### src/rtl/pulse_meter_pkg.sv
// -----------------------------------------------------------------------------
// pulse_meter_pkg
//   Shared definitions for the pulse_meter block and its saturating counter.
//
//   Contents:
//     PM_CNT_W_DEFAULT : default counter / measurement width in bits
//     pm_state_t       : measurement FSM states
//                          PM_IDLE - no measurement in progress, waiting for rise
//                          PM_HIGH - input is high, timing the high phase
//                          PM_LOW  - input is low, waiting for the closing rise
// -----------------------------------------------------------------------------
package pulse_meter_pkg;

    localparam int PM_CNT_W_DEFAULT = 16;

    typedef enum logic [1:0] {
        PM_IDLE = 2'd0,
        PM_HIGH = 2'd1,
        PM_LOW  = 2'd2
    } pm_state_t;

endpackage : pulse_meter_pkg

### src/rtl/sat_counter.sv
// -----------------------------------------------------------------------------
// sat_counter
//   CNT_W-bit up counter that stops at all-ones instead of wrapping.
//
//   Ports:
//     clk  in   system clock
//     rst  in   synchronous active-high reset (counter -> 0)
//     clr  in   synchronous clear; the counter reads 0 the next cycle
//     en   in   count enable
//     cnt  out  current count
//     sat  out  high while cnt is all-ones
//
//   clr wins over en, so a restart on a saturated counter always works.
// -----------------------------------------------------------------------------
module sat_counter
    import pulse_meter_pkg::*;
#(
    parameter int CNT_W = PM_CNT_W_DEFAULT
) (
    input  logic             clk,
    input  logic             rst,
    input  logic             clr,
    input  logic             en,
    output logic [CNT_W-1:0] cnt,
    output logic             sat
);

    localparam logic [CNT_W-1:0] CNT_ONE = {{(CNT_W-1){1'b0}}, 1'b1};
    localparam logic [CNT_W-1:0] CNT_MAX = {CNT_W{1'b1}};

    logic [CNT_W-1:0] cnt_reg;

    always_ff @(posedge clk) begin
        if (rst) begin
            cnt_reg <= '0;
        end else if (clr) begin
            cnt_reg <= '0;
        end else if (en && (cnt_reg != CNT_MAX)) begin
            cnt_reg <= cnt_reg + CNT_ONE;
        end
    end

    assign cnt = cnt_reg;
    assign sat = (cnt_reg == CNT_MAX);

endmodule : sat_counter

### src/rtl/pulse_meter.sv
// -----------------------------------------------------------------------------
// pulse_meter
//   Measures high time and period of a synchronized pulse train, in clk
//   cycles, from the one-cycle rise/fall strobes of an upstream edge detector.
//   A finished measurement is held behind a valid/ready handshake.
//
//   Ports:
//     clk        in   system clock, all logic on posedge
//     rst        in   synchronous active-high reset
//     rise       in   one-cycle strobe, rising edge of the input
//     fall       in   one-cycle strobe, falling edge of the input
//     meas_valid out  high_time/period hold a completed measurement
//     meas_ready in   consumer takes the measurement when valid & ready
//     high_time  out  cycles from rise strobe to fall strobe
//     period     out  cycles from rise strobe to the next rise strobe
//     overrun    out  sticky, a result was dropped while one was pending;
//                     cleared by a transfer
//     timeout    out  sticky, the counter saturated with no closing edge;
//                     cleared by the next accepted rise
//
//   Timing model: the counter is cleared by an accepted rise, so in the cycle
//   k cycles after that rise it reads k-1. The elapsed time in the current
//   cycle is therefore cnt+1. Saturation (cnt all-ones) is checked before
//   any edge, which keeps every reported elapsed value representable.
// -----------------------------------------------------------------------------
module pulse_meter
    import pulse_meter_pkg::*;
#(
    parameter int CNT_W = PM_CNT_W_DEFAULT
) (
    input  logic             clk,
    input  logic             rst,
    input  logic             rise,
    input  logic             fall,
    output logic             meas_valid,
    input  logic             meas_ready,
    output logic [CNT_W-1:0] high_time,
    output logic [CNT_W-1:0] period,
    output logic             overrun,
    output logic             timeout
);

    localparam logic [CNT_W-1:0] CNT_ONE = {{(CNT_W-1){1'b0}}, 1'b1};

    // ------------------------------------------------------------------
    // State and output registers
    // ------------------------------------------------------------------
    pm_state_t        state_reg;
    logic [CNT_W-1:0] hi_tmp_reg;
    logic [CNT_W-1:0] high_time_reg;
    logic [CNT_W-1:0] period_reg;
    logic             meas_valid_reg;
    logic             overrun_reg;
    logic             timeout_reg;

    // ------------------------------------------------------------------
    // Counter interface
    // ------------------------------------------------------------------
    logic [CNT_W-1:0] cnt;
    logic             cnt_sat;
    logic             cnt_clr;
    logic [CNT_W-1:0] elapsed;

    // ------------------------------------------------------------------
    // Event decode
    // ------------------------------------------------------------------
    logic edge_rise;    // rise alone; simultaneous rise+fall is discarded
    logic edge_fall;    // fall alone
    logic in_meas;      // HIGH or LOW, i.e. a measurement is running
    logic meas_done;    // closing rise seen in LOW
    logic xfer;         // consumer takes the held result this cycle
    logic load;         // new result goes into the output registers
    logic drop;         // new result discarded because the slot is busy

    assign edge_rise = rise & ~fall;
    assign edge_fall = fall & ~rise;
    assign in_meas   = (state_reg == PM_HIGH) || (state_reg == PM_LOW);

    // Saturation in a running measurement turns into a timeout, so an edge
    // on that same cycle is not accepted and must not restart the counter.
    assign cnt_clr   = edge_rise && ((state_reg == PM_IDLE) || (in_meas && !cnt_sat));

    assign elapsed   = cnt + CNT_ONE;

    assign meas_done = (state_reg == PM_LOW) && !cnt_sat && edge_rise;
    assign xfer      = meas_valid_reg && meas_ready;
    // The output slot is free if empty or being emptied on this very cycle.
    assign load      = meas_done && (!meas_valid_reg || meas_ready);
    assign drop      = meas_done && !load;

    sat_counter #(
        .CNT_W (CNT_W)
    ) u_cnt (
        .clk (clk),
        .rst (rst),
        .clr (cnt_clr),
        .en  (1'b1),
        .cnt (cnt),
        .sat (cnt_sat)
    );

    // ------------------------------------------------------------------
    // FSM and registered outputs
    // ------------------------------------------------------------------
    always_ff @(posedge clk) begin
        if (rst) begin
            state_reg      <= PM_IDLE;
            hi_tmp_reg     <= '0;
            high_time_reg  <= '0;
            period_reg     <= '0;
            meas_valid_reg <= 1'b0;
            overrun_reg    <= 1'b0;
            timeout_reg    <= 1'b0;
        end else begin
            case (state_reg)
                PM_IDLE: begin
                    // A fall with no preceding rise carries no information.
                    if (edge_rise) begin
                        state_reg   <= PM_HIGH;
                        timeout_reg <= 1'b0;
                    end
                end

                PM_HIGH: begin
                    if (cnt_sat) begin
                        timeout_reg <= 1'b1;
                        state_reg   <= PM_IDLE;
                    end else if (edge_fall) begin
                        hi_tmp_reg <= elapsed;
                        state_reg  <= PM_LOW;
                    end
                    // A second rise means the fall was missed; the counter
                    // restarts via cnt_clr and the state stays HIGH.
                end

                PM_LOW: begin
                    if (cnt_sat) begin
                        timeout_reg <= 1'b1;
                        state_reg   <= PM_IDLE;
                    end else if (edge_rise) begin
                        // Closing rise is also the opening rise of the next
                        // measurement, so back-to-back periods need no gap.
                        state_reg <= PM_HIGH;
                    end
                end

                default: begin
                    state_reg <= PM_IDLE;
                end
            endcase

            // Output slot: load wins over the transfer-driven clear.
            if (load) begin
                high_time_reg  <= hi_tmp_reg;
                period_reg     <= elapsed;
                meas_valid_reg <= 1'b1;
            end else if (xfer) begin
                meas_valid_reg <= 1'b0;
            end

            // drop and xfer are mutually exclusive: a transfer frees the slot.
            if (drop) begin
                overrun_reg <= 1'b1;
            end else if (xfer) begin
                overrun_reg <= 1'b0;
            end
        end
    end

    assign meas_valid = meas_valid_reg;
    assign high_time  = high_time_reg;
    assign period     = period_reg;
    assign overrun    = overrun_reg;
    assign timeout    = timeout_reg;

endmodule : pulse_meter
### config.mk
export PLATFORM = sky130hd
export DESIGN_NAME = pulse_meter
export DESIGN_NICKNAME = d
export VERILOG_FILES = /design/src/rtl/pulse_meter_pkg.sv /design/src/rtl/sat_counter.sv /design/src/rtl/pulse_meter.sv
export SDC_FILE = /design/constraint.sdc
export NUM_CORES = 1
export LEC_CHECK = 0
export BUFFER_PORTS_ARGS = -buffer_cell sky130_fd_sc_hd__buf_2
export CORE_ASPECT_RATIO = 0.75
export CORE_MARGIN = 2
export CORE_UTILIZATION = 42
export CTS_BUF_LIST = sky130_fd_sc_hd__clkbuf_16
export DETAILED_ROUTE_END_ITERATION = 7
export GPL_TIMING_DRIVEN = 0
export SETUP_SLACK_MARGIN = 0.5
export SLEW_MARGIN = 20
export SYNTH_ARGS = -nofsm -noshare
export SYNTH_HDL_FRONTEND = slang
export SYNTH_SLANG_ARGS = --single-unit
### constraint.sdc
create_clock -name clk -period 2 [get_ports clk]
set_input_delay 0 -clock clk [delete_from_list [all_inputs] [get_ports clk]]
set_output_delay 0 -clock clk [all_outputs]
set_load 0.05 [all_outputs]
==> summary.txt <==
Status
  • Outcome: completed

Layout
  • Multi-input logic area: 2183 um2
  • Final Instance Area: 5052 um2
  • Area grow syn2layout: 64.61%
  • Final #Nets: 448
  • Fillers: 486
  • Reg area: 1423 um2
  • Share of layout cells above drive strength 1: 53.72%
  • Final Non-Filler Cells: 541
  • # diodes: 0

Flow run
  • Max_cap viols: 0

Synth
  • Post-synth EDFFs: 0
  • Predominant post-synthesis flop cell: dfxtp_1
  • Synth area leaders: dfxtp_1 45%, a211oi_1 6.8%, a21oi_1 6.5%, o31ai_1 4.6%, nand4_1 3.9%
  • Synth Cell Area: 3069 um2
  • Number of synthesized register bits: 69
  • Yosys warnings: 0
  • Post-synthesis sequential area ratio: 45.01%
  • Async SR Flop Fraction: 0%
  • Mapped Cells: 336
  • Share of the synthesized area in the top cell type: 45.01%
  • Cell variety after synth: 41
  • Syn Nets: 346
  • Avg Cell Area, Syn: 9.135 um2
  • Synth area leader: dfxtp_1

Global route
  • GRT Resource Usage Total: 28.89%
  • Initial antenna violation count: 0
  • Vias in the first global route: 3246
  • Largest net degree at the start of global routing: 13
  • Remaining Overflow, GRT: 0
  • First-pass GRT wire length: 17370 um

Critical path
  • Crit start category: flop
  • Critical Path RT: 2250 ps
  • Data arrival, critical path: 2070 ps
  • Crit path kind: flop to flop
  • Critical path peak fanout: 5
  • Worst setup EP type: flop

Timing
  • Fmax: 551.1 MHz
  • Max Slew Vio Count: 0
  • RSZ-0062 raised after global routing: true
  • Period utilization: 90.73%
  • Relative slew slack: 30.36%
  • Setup ws final: 185.4 ps
  • Setup Viol. Count Final: 0
  • Final number of hold-violating endpoints: 0
  • Worst Clk Skew: 6.599 ps
  • Final Critical Period: 1815 ps
  • Least-Margin Pin Slew: 1045 ps

Detailed routing
  • Drt wl/cell: 21.35 um
  • Met2 WL: 5587 um
  • Post-route ant nets: 0
  • Initial DRT Pass Iterations: 7
  • DRC violations left: 0
  • Vias per cell: 6.152
  • Metal1 wirelength: 5005 um
  • Final WL: 11550 um
  • Wire length on met3: 823 um
  • Top Metal Used: met4
  • Via count: 3328
  • Initial DRC count: 290

Floorplanning
  • Top-level I/O count: 40
  • Num rows: 26
  • Die height: 78.03 um
  • Full die area: 8014 um2
  • Die width: 102.7 um
  • Initial Util: 44.29%
  • Std-Cell Core Area: 6929 um2

Clocking
  • Skew-Pair Late Insertion Delay: 340 ps
  • Clock Sinks: 69
  • CTS tree: yes
  • Clock-pin transition on the worst setup and hold timing paths: 60 ps
  • Root Driver: clkbuf_16
  • CTS Buffer Depth: 2
  • TritonCTS buffer count: 9
  • H-Tree Depth: 3

Placed design
  • Post-DP HPWL: 6601 um
  • Number of placed cells counting well taps: 472
  • # port buffers: 38
  • Dpl cell area: 3547 um2
  • Dpl ws: -207.5 ps
  • Final estimated routing congestion in global placement: 0.9032

Pwr
  • Cell leakage power: 1.769 nW
  • Pwr Density: 698.6 nW/um2
  • Worst VDD drop: 0.0004469 V

Worst hold path
  • Hold Crit Class: primary input to flop
==> path summary, 6_finish.rpt <==
kind / start / end / slack (ps) / cells past startpoint
max: u_cnt.cnt[4] / period[15] / 190 / 5
min: meas_ready / period[1] / 210 / 4
max reg2reg: u_cnt.cnt[4] / period[15] / 190 / 5
min reg2reg: high_time[4] / high_time[4] / 460 / 2
==> kinds of logic after synthesis <==
| group | count (synthesis) | share of synthesized area (%) |
|---|---|---|
| AOI/OAI and AO/OA | 122 | 27.60 |
| and+or+nand+nor | 84 | 15.94 |
| DFF | 69 | 45.01 |
| buffers and inverters | 43 | 5.666 |
| xor gates and xnor gates | 12 | 3.425 |
| adders and majority gates | 5 | 2.038 |
| muxes | 1 | 0.3261 |
==> cells in the mapped netlist (all sizes together) (2+ instances only) <==
master   instances
nor2            11
inv              9
o41a             2
o31ai           19
o21ai            2
nor4             6
or3              3
nor3            21
a2111oi          4
nand3            6
a311oi           6
clkbuf          25
o41ai            3
nor2b            3
buf              9
ha               5
nand2            6
xor2             3
dfxtp           69
a31oi           15
a211oi          28
xnor2            9
nand4           21
nand2b           3
a21oi           40
==> area by class of cell <==
| cell class | count | share of cell area, % |
|---|---|---|
| inverters | 9 | 0.6686 |
| multi-input cells | 224 | 43.21 |
| repair buffers | 91 | 14.07 |
| well taps | 98 | 2.427 |
| clock buffers | 9 | 4.458 |
| clock inverters | 7 | 1.313 |
| plain buffers | 34 | 5.696 |
| flip-flops and latches | 69 | 28.16 |
==> cells in the final DEF, fill, tap and decap left out, types with 11 or more instances in the layout <==
cell       netlist  final
a21oi_1         40     21
nor3_1          21     11
buf_4            0     30
clkbuf_1        25     15
clkbuf_16        0     14
a211oi_2         0     22
dfxtp_1         69     54
buf_2            4     38
buf_6            1     19
nand4_1         19     19
a21oi_2          0     14
==> stage by stage <==
| stage | utilization, % | hold WS (ps) | setup TNS [ps] | power [W] |
|---|---|---|---|---|
| floorplan | - | 101.7 | 0 | 0.001673 |
| global placement | 51.19 | 209.9 | -2409 | 0.001754 |
| detailed placement | 51.19 | 212.1 | -3277 | 0.001758 |
| CTS | 67.66 | 160.0 | 0 | 0.003435 |
| global route | 72.91 | 222.9 | 0 | 0.003645 |
| finish | 72.91 | 207.6 | 0 | 0.003529 |
==> power breakdown <==
part	switching, W	internal (W)	leakage, nW
logic	0.000300	0.000228	1.07
clock network	0.000625	0.000956	0.136
registers	0.0000256	0.00139	0.567
==> metal layers <==
metal  track usage, %  vias up
met1            39.11     1666
met4            8.800        0
met5                0        -
li1                 -     1505
met2            44.77      140
met3            8.014       17
==> timing repair <==
item                       CTS  global route
setup endpoints to repair   69            69
resized for setup          111            61
hold endpoints to repair     1             0
buffers inserted            35            10
hold buffers                 1             0
cloned                       7             0
pin swaps                   63            21
==> critical path, cell delays in order, from the launching register on <==
cell	delay, ps
dfxtp_4	370
nand4_4	170
buf_8	180
or2_1	260
or4_4	460
a311oi_2	280
Power figures use the tool's default switching activity.
